===== config.mk =====
export PLATFORM = sky130hd
export DESIGN_NAME = alu_issue_ctrl
export DESIGN_NICKNAME = d
export VERILOG_FILES = /design/src/rtl/alu_issue_ctrl.sv
export SDC_FILE = /design/constraint.sdc
export NUM_CORES = 1
export LEC_CHECK = 0
export BUFFER_PORTS_ARGS = -buffer_cell sky130_fd_sc_hd__buf_2
export CORE_MARGIN = 8
export CORE_UTILIZATION = 50
export CTS_CLUSTER_SIZE = 40
export DETAILED_ROUTE_END_ITERATION = 12
export GPL_ROUTABILITY_DRIVEN = 1
export PLACE_DENSITY = 0.7
export SKIP_CTS_REPAIR_TIMING = 1
export SYNTH_ARGS = -nofsm -noshare
export SYNTH_HDL_FRONTEND = slang
export SYNTH_SLANG_ARGS = --single-unit
export TNS_END_PERCENT = 5

===== constraint.sdc =====
create_clock -name clk -period 2.4 [get_ports clk]
set_clock_uncertainty 0.2 [all_clocks]
set_input_delay 0.48 -clock clk [delete_from_list [all_inputs] [get_ports clk]]
set_output_delay 0.48 -clock clk [all_outputs]
set_load 0.05 [all_outputs]

===== src/rtl/alu_issue_ctrl.sv =====
// alu_issue_ctrl: operand-issue and writeback controller around a combinational 16-function ALU
module alu_issue_ctrl #(
    parameter int N     = 32,
    parameter int IMM_W = 16
) (
    input  logic             clk,
    input  logic             rst,
    input  logic             ins_valid,
    output logic             ins_ready,
    input  logic [3:0]       ins_func,
    input  logic [3:0]       ins_rs,
    input  logic [3:0]       ins_rt,
    input  logic [3:0]       ins_rd,
    input  logic             ins_use_imm,
    input  logic [IMM_W-1:0] ins_imm,
    output logic [N-1:0]     alu_a,
    output logic [N-1:0]     alu_b,
    output logic [3:0]       alu_cmd,
    input  logic [N-1:0]     alu_z,
    output logic             wb_valid,
    output logic [3:0]       wb_rd,
    output logic [N-1:0]     wb_data,
    output logic [31:0]      retired,
    input  logic [3:0]       dbg_addr,
    output logic [N-1:0]     dbg_data
);
    typedef enum logic [1:0] {IDLE, EXEC, WB} state_t;

    state_t         state, state_nx;
    logic [N-1:0]   rf [16];
    logic [3:0]     rd_q;
    logic           unary;
    logic [N-1:0]   rf_a, rf_b, a_nx, b_nx;

    // next-state and handshake: one instruction in flight, ready only when idle
    always_comb begin
        state_nx  = state;
        ins_ready = 1'b0;
        case (state)
            IDLE: begin
                ins_ready = 1'b1;
                state_nx  = ins_valid ? EXEC : IDLE;
            end
            EXEC:    state_nx = WB;
            WB:      state_nx = IDLE;
            default: state_nx = IDLE;
        endcase
    end

    // operand selection; R0 is hardwired to zero on every read port
    always_comb begin
        unary    = ins_func inside {4'd6, 4'd10, 4'd11, 4'd14, 4'd15};
        rf_a     = ins_rs == 4'd0 ? '0 : rf[ins_rs];
        rf_b     = ins_rt == 4'd0 ? '0 : rf[ins_rt];
        a_nx     = ins_func == 4'd14 ? {{(N-IMM_W){1'b0}}, ins_imm} : rf_a;
        b_nx     = unary ? '0 : ins_use_imm ? {{(N-IMM_W){ins_imm[IMM_W-1]}}, ins_imm} : rf_b;
        dbg_data = dbg_addr == 4'd0 ? '0 : rf[dbg_addr];
    end

    // state, operand latch at accept, writeback at the end of EXEC
    always_ff @(posedge clk) begin
        if (rst) begin
            state    <= IDLE;
            alu_a    <= '0;
            alu_b    <= '0;
            alu_cmd  <= '0;
            rd_q     <= '0;
            wb_valid <= 1'b0;
            wb_rd    <= '0;
            wb_data  <= '0;
            retired  <= '0;
            for (int i = 0; i < 16; i++) rf[i] <= '0;
        end else begin
            state    <= state_nx;
            wb_valid <= state == EXEC;
            if (state == IDLE && ins_valid) begin
                alu_a   <= a_nx;
                alu_b   <= b_nx;
                alu_cmd <= ins_func;
                rd_q    <= ins_rd;
            end
            if (state == EXEC) begin
                if (rd_q != 4'd0) rf[rd_q] <= alu_z;
                wb_data <= alu_z;
                wb_rd   <= rd_q;
                retired <= retired + 32'd1;
            end
        end
    end
endmodule


==> qor.yml, run 1 <==
status: "finished, violations left"
violations: "setup timing"
crit_slowest_cell: "mux4_2"
synth_area_mm2: 0.0364
dieArea_mm2: 0.0816
endpoint: "dbg_data[19]"
vias: 27900
maxSlewViolCount: 0
reg2reg_depth: 4
cts_tree: "yes"
grt_max_degree: 130
path_depth: 5
regToRegEndpoint: "retired[31]"
num_rows: 99
power_mw: 29.6
htreeDepth: 3
critPathBufInv: 1
clockBufferDepth: 3
grt_overflow: 0
grt_pass1_vias: 28400
clk_pin_slew_ns: 0.06
cts_sinks: 655
io_buffer_count: 241
post_dp_cell_area_mm2: 0.0422
cp_cell_sequence: "mux4_2 -> nor2b_1 -> a211oi_2 -> a211oi_4 -> buf_2"
wl_per_cell_um: 32.9
yosysWarnings: 0
drc: 0
ioPinCount: 242
setup-violations-final: 32
fillers: 5328
hpwl_mm: 88.7
max_stage_delay_ns: 0.48
critical_path_class: "reg2out"
layout_setup_ws_ns: -0.506
placed_cells: 3934
yosysMostFrequentCell: "edfxtp_1"
fmax_mhz: 344
syn_to_final_growth_pct: 24.1
r2r_slack_ns: 0.08
crit_path_start: "rf[2][19]"
worstPathRequired_ns: 1.72
ys_top_cells_by_area: "edfxtp_1 42%, mux4_2 22%, and2_1 8.6%"
antenna_left: 0
rsz0062_at_grt: "true"
groute.usage.overall_pct: 31.9
path_delay_family: "multiplexers"
cp.arrival_ns: 2.23
synthArstFlopShare_pct: 0
ys_types: 65
synth_edf_count: 512
insertion_delay_ns: 0.61
finalHoldViolCount: 0
fin_area_mm2: 0.0451
leakage_nw: 16.9
drt-total-wl_mm: 135
ir_worst_vdd_mv: 0.608
yosysTopAreaCellShare_pct: 42.3
startpoint_type: "flop"
coreArea_mm2: 0.0725
vias_per_cell: 6.80
cts_buffers: 74
synthFlopType: "edfxtp_1"
yosysSeqAreaShare_pct: 50.1
relSlewSlack_pct: 37.4
final.min_clock_period_ns: 2.91
synth_commonest_cells: "512 x edfxtp_1, 500 x and2_1, 355 x mux4_2"
final_cells: 4098
final_util_pct: 62.3
die_x_um: 286
hp-class: "in2reg"
synthCells: 2651
max_slew.worst_pin.slew_ns: 0.937
fin_nets: 3146
cp_max_fo: 3
cts_root_buf: "clkbuf_16"
initial_core_util_pct: 50.2
cp-end-kind: "primary output"
drt_iter0_markers: 3576
dieHeight_um: 286
globalplace.congestion: 0.934
yosysTopAreaCell: "edfxtp_1"
drive_gt1_share_pct: 39.5
grt_pass1_wl_mm: 192
power-per-cell-area_mw_per_mm2: 655
antenna_found_initial: 11
reg2reg_from: "retired[10]"
drt_first_pass_iters: 6
synth-seq-cells: 655
period_share_pct: 121
synth_area_per_cell_um2: 13.7
cap_viol_max_count: 0
## state kept, by name (all words and copies together) (netlist names)
| name | count |
|---|---|
| alu_a | 32 |
| alu_b | 32 |
| alu_cmd | 4 |
| rd_q | 4 |
| retired | 32 |
| rf | 512 |
| state | 2 |
| wb_data | 32 |
| wb_rd | 4 |
| wb_valid | 1 |
## cell usage in the layout (no fill, tap or decap), drive strengths merged, types with 13 or more instances in the layout
master    n
buf     565
edfxtp  512
and2    501
mux4    355
nand2   160
dfxtp   143
clkbuf  100
mux2i    78
a21oi    77
a211oi   70
nor2     58
nor2b    56
mux2     51
a22oi    43
a22o     41
conb     32
nand2b   24
clkinv   24
nand3    19
or2      17
a221o    16
o221ai   16
a41oi    15
o22ai    15
nor4     15
o21ai    14
a31oi    13
## where the power goes
| part | internal, mW | switching (mW) | leakage, nW |
|---|---|---|---|
| combinational | 2.14 | 2.86 | 9.30 |
| sequential | 12.7 | 0.374 | 6.41 |
| clock | 6.78 | 4.77 | 1.19 |
## worst min-delay path, cell delays in order
cell and delay (ns):
buf_2 0.09, a22oi_1 0.06, a31oi_1 0.16
## how the worst min path moves through the flow
stage                start    endpoint  slack [ns]  cells past startpoint
2_1_floorplan      rd_q[0]    wb_rd[0]        0.27                      2
3_3_place_gp    wb_data[0]  wb_data[0]        0.24                      2
3_5_place_dp     alu_b[21]   alu_b[21]        0.24                      2
4_1_cts                rst    wb_valid       -0.16                      2
5_1_grt        ins_imm[12]   alu_a[12]        0.02                      3
6_report        ins_imm[4]    alu_a[4]        0.02                      3
## kinds of logic after synthesis
family | after synthesis | synth area share (%)
simple gates | 893 | 14.0
mux | 484 | 25.7
compound gates | 337 | 6.64
flops | 655 | 50.1
fa+ha+maj | 1 | 0.0344
xor+xnor | 9 | 0.217
buf+inv | 271 | 3.22
other cells | 1 | 0.0103
## routing by layer
layer | share of wire, % | vias to the layer above | global-route usage (%)
li1 | - | 11100 | -
met1 | 34 | 14000 | 39.1
met2 | 46 | 2233 | 50.8
met3 | 12 | 559 | 8.48
met4 | 7.2 | 2 | 18.7
met5 | 0.0097 | - | 0
## cell type report
class / instances / area, um^2 / area share [%]
clock inverter: 39 / 397 / 0.879
tap: 959 / 1200 / 2.66
sequential: 655 / 18200 / 40.4
clock buffer: 96 / 2040 / 4.52
antenna: 7 / 17.5 / 0.0388
inverter: 8 / 30.0 / 0.0665
timing repair buffer: 578 / 5310 / 11.8
multi-input combinational: 1756 / 17900 / 39.7
## per-stage QoR
step / worst slack (ns) / setup TNS [ns] / hold WS [ns]
final: -0.506 / -14.64 / 0.0181
after global routing: -0.570 / -16.61 / 0.0185
after CTS: -0.755 / -18.19 / -0.158
after detailed placement: -0.626 / -18.11 / 0.243
after global placement: -0.552 / -17.25 / 0.240
after floorplan: -0.143 / -21.09 / 0.273
Note: power is estimated with default switching activity, not from simulation.
==> run 2: changes to the inputs <==
- SETUP_SLACK_MARGIN: not set -> 0.1
==> run 2 against run 1 <==
Effect of this change: the run ends with hold timing, setup timing left; die area stayed put; first-iteration DRC count shrank 0.45%; setup slack got worse by 0.033 ns; clock power up 3%; clock-buffer cell count decreased by 1; sequential cell count unchanged; core utilization down 0.46 points; via count decreased by 1.2%; critical path type unchanged; cell area decreased by 0.73%; hold slack got worse by 0.019 ns.
==> qor.yml, run 2 (synthesis gave the netlist of run 1 again) <==
cp_max_fo: 3
hp-class: "in2reg"
fmax_mhz: 340
max_slew.worst_pin.slew_ns: 0.971
hpwl_mm: 88.7
clk_pin_slew_ns: 0.06
io_buffer_count: 241
seq_area_mm2: 0.0182
busiest_layer: "met2"
drt_first_pass_iters: 6
largest_register_ffs: 512
groute.usage.overall_pct: 31.6
grt_pass1_wl_mm: 190
pwr-share-seq_pct: 43.7
path_delay_family: "multiplexers"
num_rows: 99
drt_iter0_markers: 3560
placed_cells: 3908
whs_endpoint: "alu_a[5]"
holdWs_ns: -0.00138
antenna_found_initial: 11
cap_viol_max_count: 0
drc: 0
ir_worst_vdd_mv: 0.532
regToRegEndpoint: "retired[19]"
grt_max_degree: 54
period_share_pct: 122
layout_setup_ws_ns: -0.540
path_depth: 5
gr-usage-met2_pct: 50.4
cts_tree: "yes"
power-per-cell-area_mw_per_mm2: 666
syn_to_final_growth_pct: 23.2
reg2reg_from: "retired[11]"
r2r_slack_ns: 0.16
final_common_cell: "edfxtp_1"
worstPathRequired_ns: 1.72
grt_use_met3_pct: 7.97
coreArea_mm2: 0.0725
use_met1_pct: 39.7
cts_sinks: 655
post_dp_cell_area_mm2: 0.0419
dieArea_mm2: 0.0816
switchingPower_mw: 7.95
final.min_clock_period_ns: 2.94
cts_buffers: 73
reg2reg_depth: 5
cp-end-kind: "primary output"
hold_depth: 3
p_int_mw: 21.9
place_ws_ns: -0.679
clockBufferDepth: 3
cts_root_buf: "clkbuf_16"
rsz0062_at_grt: "true"
maxSlewViolCount: 0
max_stage_delay_ns: 0.49
globalplace.congestion: 0.923
final.setup.tns_ns: -15.47
multiInputGateArea_mm2: 0.0179
die_x_um: 286
crit_slowest_cell: "mux4_2"
setup-violations-final: 32
relSlewSlack_pct: 35.0
clkPwrFrac_pct: 40.0
fillers: 5354
largest-register: "rf"
drive_gt1_share_pct: 39.2
drt-total-wl_mm: 133
final_cell_mix: "512 x edfxtp_1, 500 x and2_1, 355 x mux4_2"
hp-start: "ins_imm[5]"
grt_overflow: 0
cp_cell_sequence: "mux4_2 -> nor2b_1 -> a211oi_2 -> a211oi_4 -> buf_2"
status: "finished, violations left"
vias: 27500
cp.arrival_ns: 2.26
critical_path_class: "reg2out"
final_cells: 4067
violations: "hold timing, setup timing"
htreeDepth: 3
insertion_delay_ns: 0.63
ioPinCount: 242
switching_share_pct: 26.6
antenna_left: 0
dieHeight_um: 286
vias_per_cell: 6.77
grt_pass1_vias: 27700
initial_core_util_pct: 50.2
wl_per_cell_um: 32.7
fin_area_mm2: 0.0448
startpoint_type: "flop"
fin_nets: 3121
leakage_nw: 16.7
combPwrFrac_pct: 16.3
finalHoldViolCount: 1
critPathBufInv: 1
-- run 2: changes by cell type in the layout (fill, tap and decap cells not counted), sizes merged --
| cell | before | now |
|---|---|---|
| buf | 565 | 543 |
| clkinv | 24 | 17 |
| clkinvlp | 5 | 9 |
| diode | 7 | 3 |
| bufinv | 7 | 10 |
| clkbuf | 100 | 97 |
| inv | 11 | 9 |
-- run 2: final cells by class --
| class | instances | share of cell area, % |
|---|---|---|
| clock buffers | 95 | 4.63 |
| multi-input cells | 1756 | 40.0 |
| inverters | 8 | 0.0670 |
| diodes | 3 | 0.0168 |
| repair buffers | 554 | 10.9 |
| flip-flops and latches | 655 | 40.7 |
| well taps | 959 | 2.68 |
| clock inverters | 37 | 1.04 |
-- run 2: routing by layer --
metal	share of wire [%]	vias to the layer above	wire length [um]
met5	0.035	-	46
met4	6.3	6	8340
met3	12	499	16400
met2	47	2195	62100
met1	35	13800	46200
li1	-	11000	-
-- run 2: power groups by stage --
stage | clock network, mW | logic [mW] | registers (mW)
after floorplan | 0 | 2.66 | 13.5
after CTS | 12.0 | 4.73 | 13.0
after detailed placement | 0 | 4.71 | 13.3
final | 11.9 | 4.87 | 13.0
after global routing | 12.5 | 5.02 | 13.1
after global placement | 0 | 4.65 | 13.2
-- run 2: per-stage QoR --
| stage | hold WS (ns) | util (%) | total power [mW] |
|---|---|---|---|
| after floorplan | 0.273 | - | 16.1 |
| after global placement | 0.238 | 57.8 | 17.9 |
| after detailed placement | 0.245 | 57.8 | 18.0 |
| after CTS | -0.166 | 61.3 | 29.8 |
| after global routing | 0.000908 | 61.8 | 30.6 |
| final | -0.00138 | 61.8 | 29.8 |
-- run 2: worst max-delay path by stage --
stage	slack, ns	startpoint	endpoint
after global routing	-0.61	rf[0][3]	dbg_data[3]
after floorplan	-0.14	dbg_addr[0]	dbg_data[23]
final	-0.54	rf[3][11]	dbg_data[11]
after CTS	-0.73	rf[3][31]	dbg_data[31]
after detailed placement	-0.68	dbg_addr[0]	dbg_data[31]
after global placement	-0.69	dbg_addr[0]	dbg_data[31]
-- run 2: tightest hold or removal path, cell delays in order --
cell	delay (ns)
buf_2	0.09
a22oi_1	0.06
a31oi_1	0.15
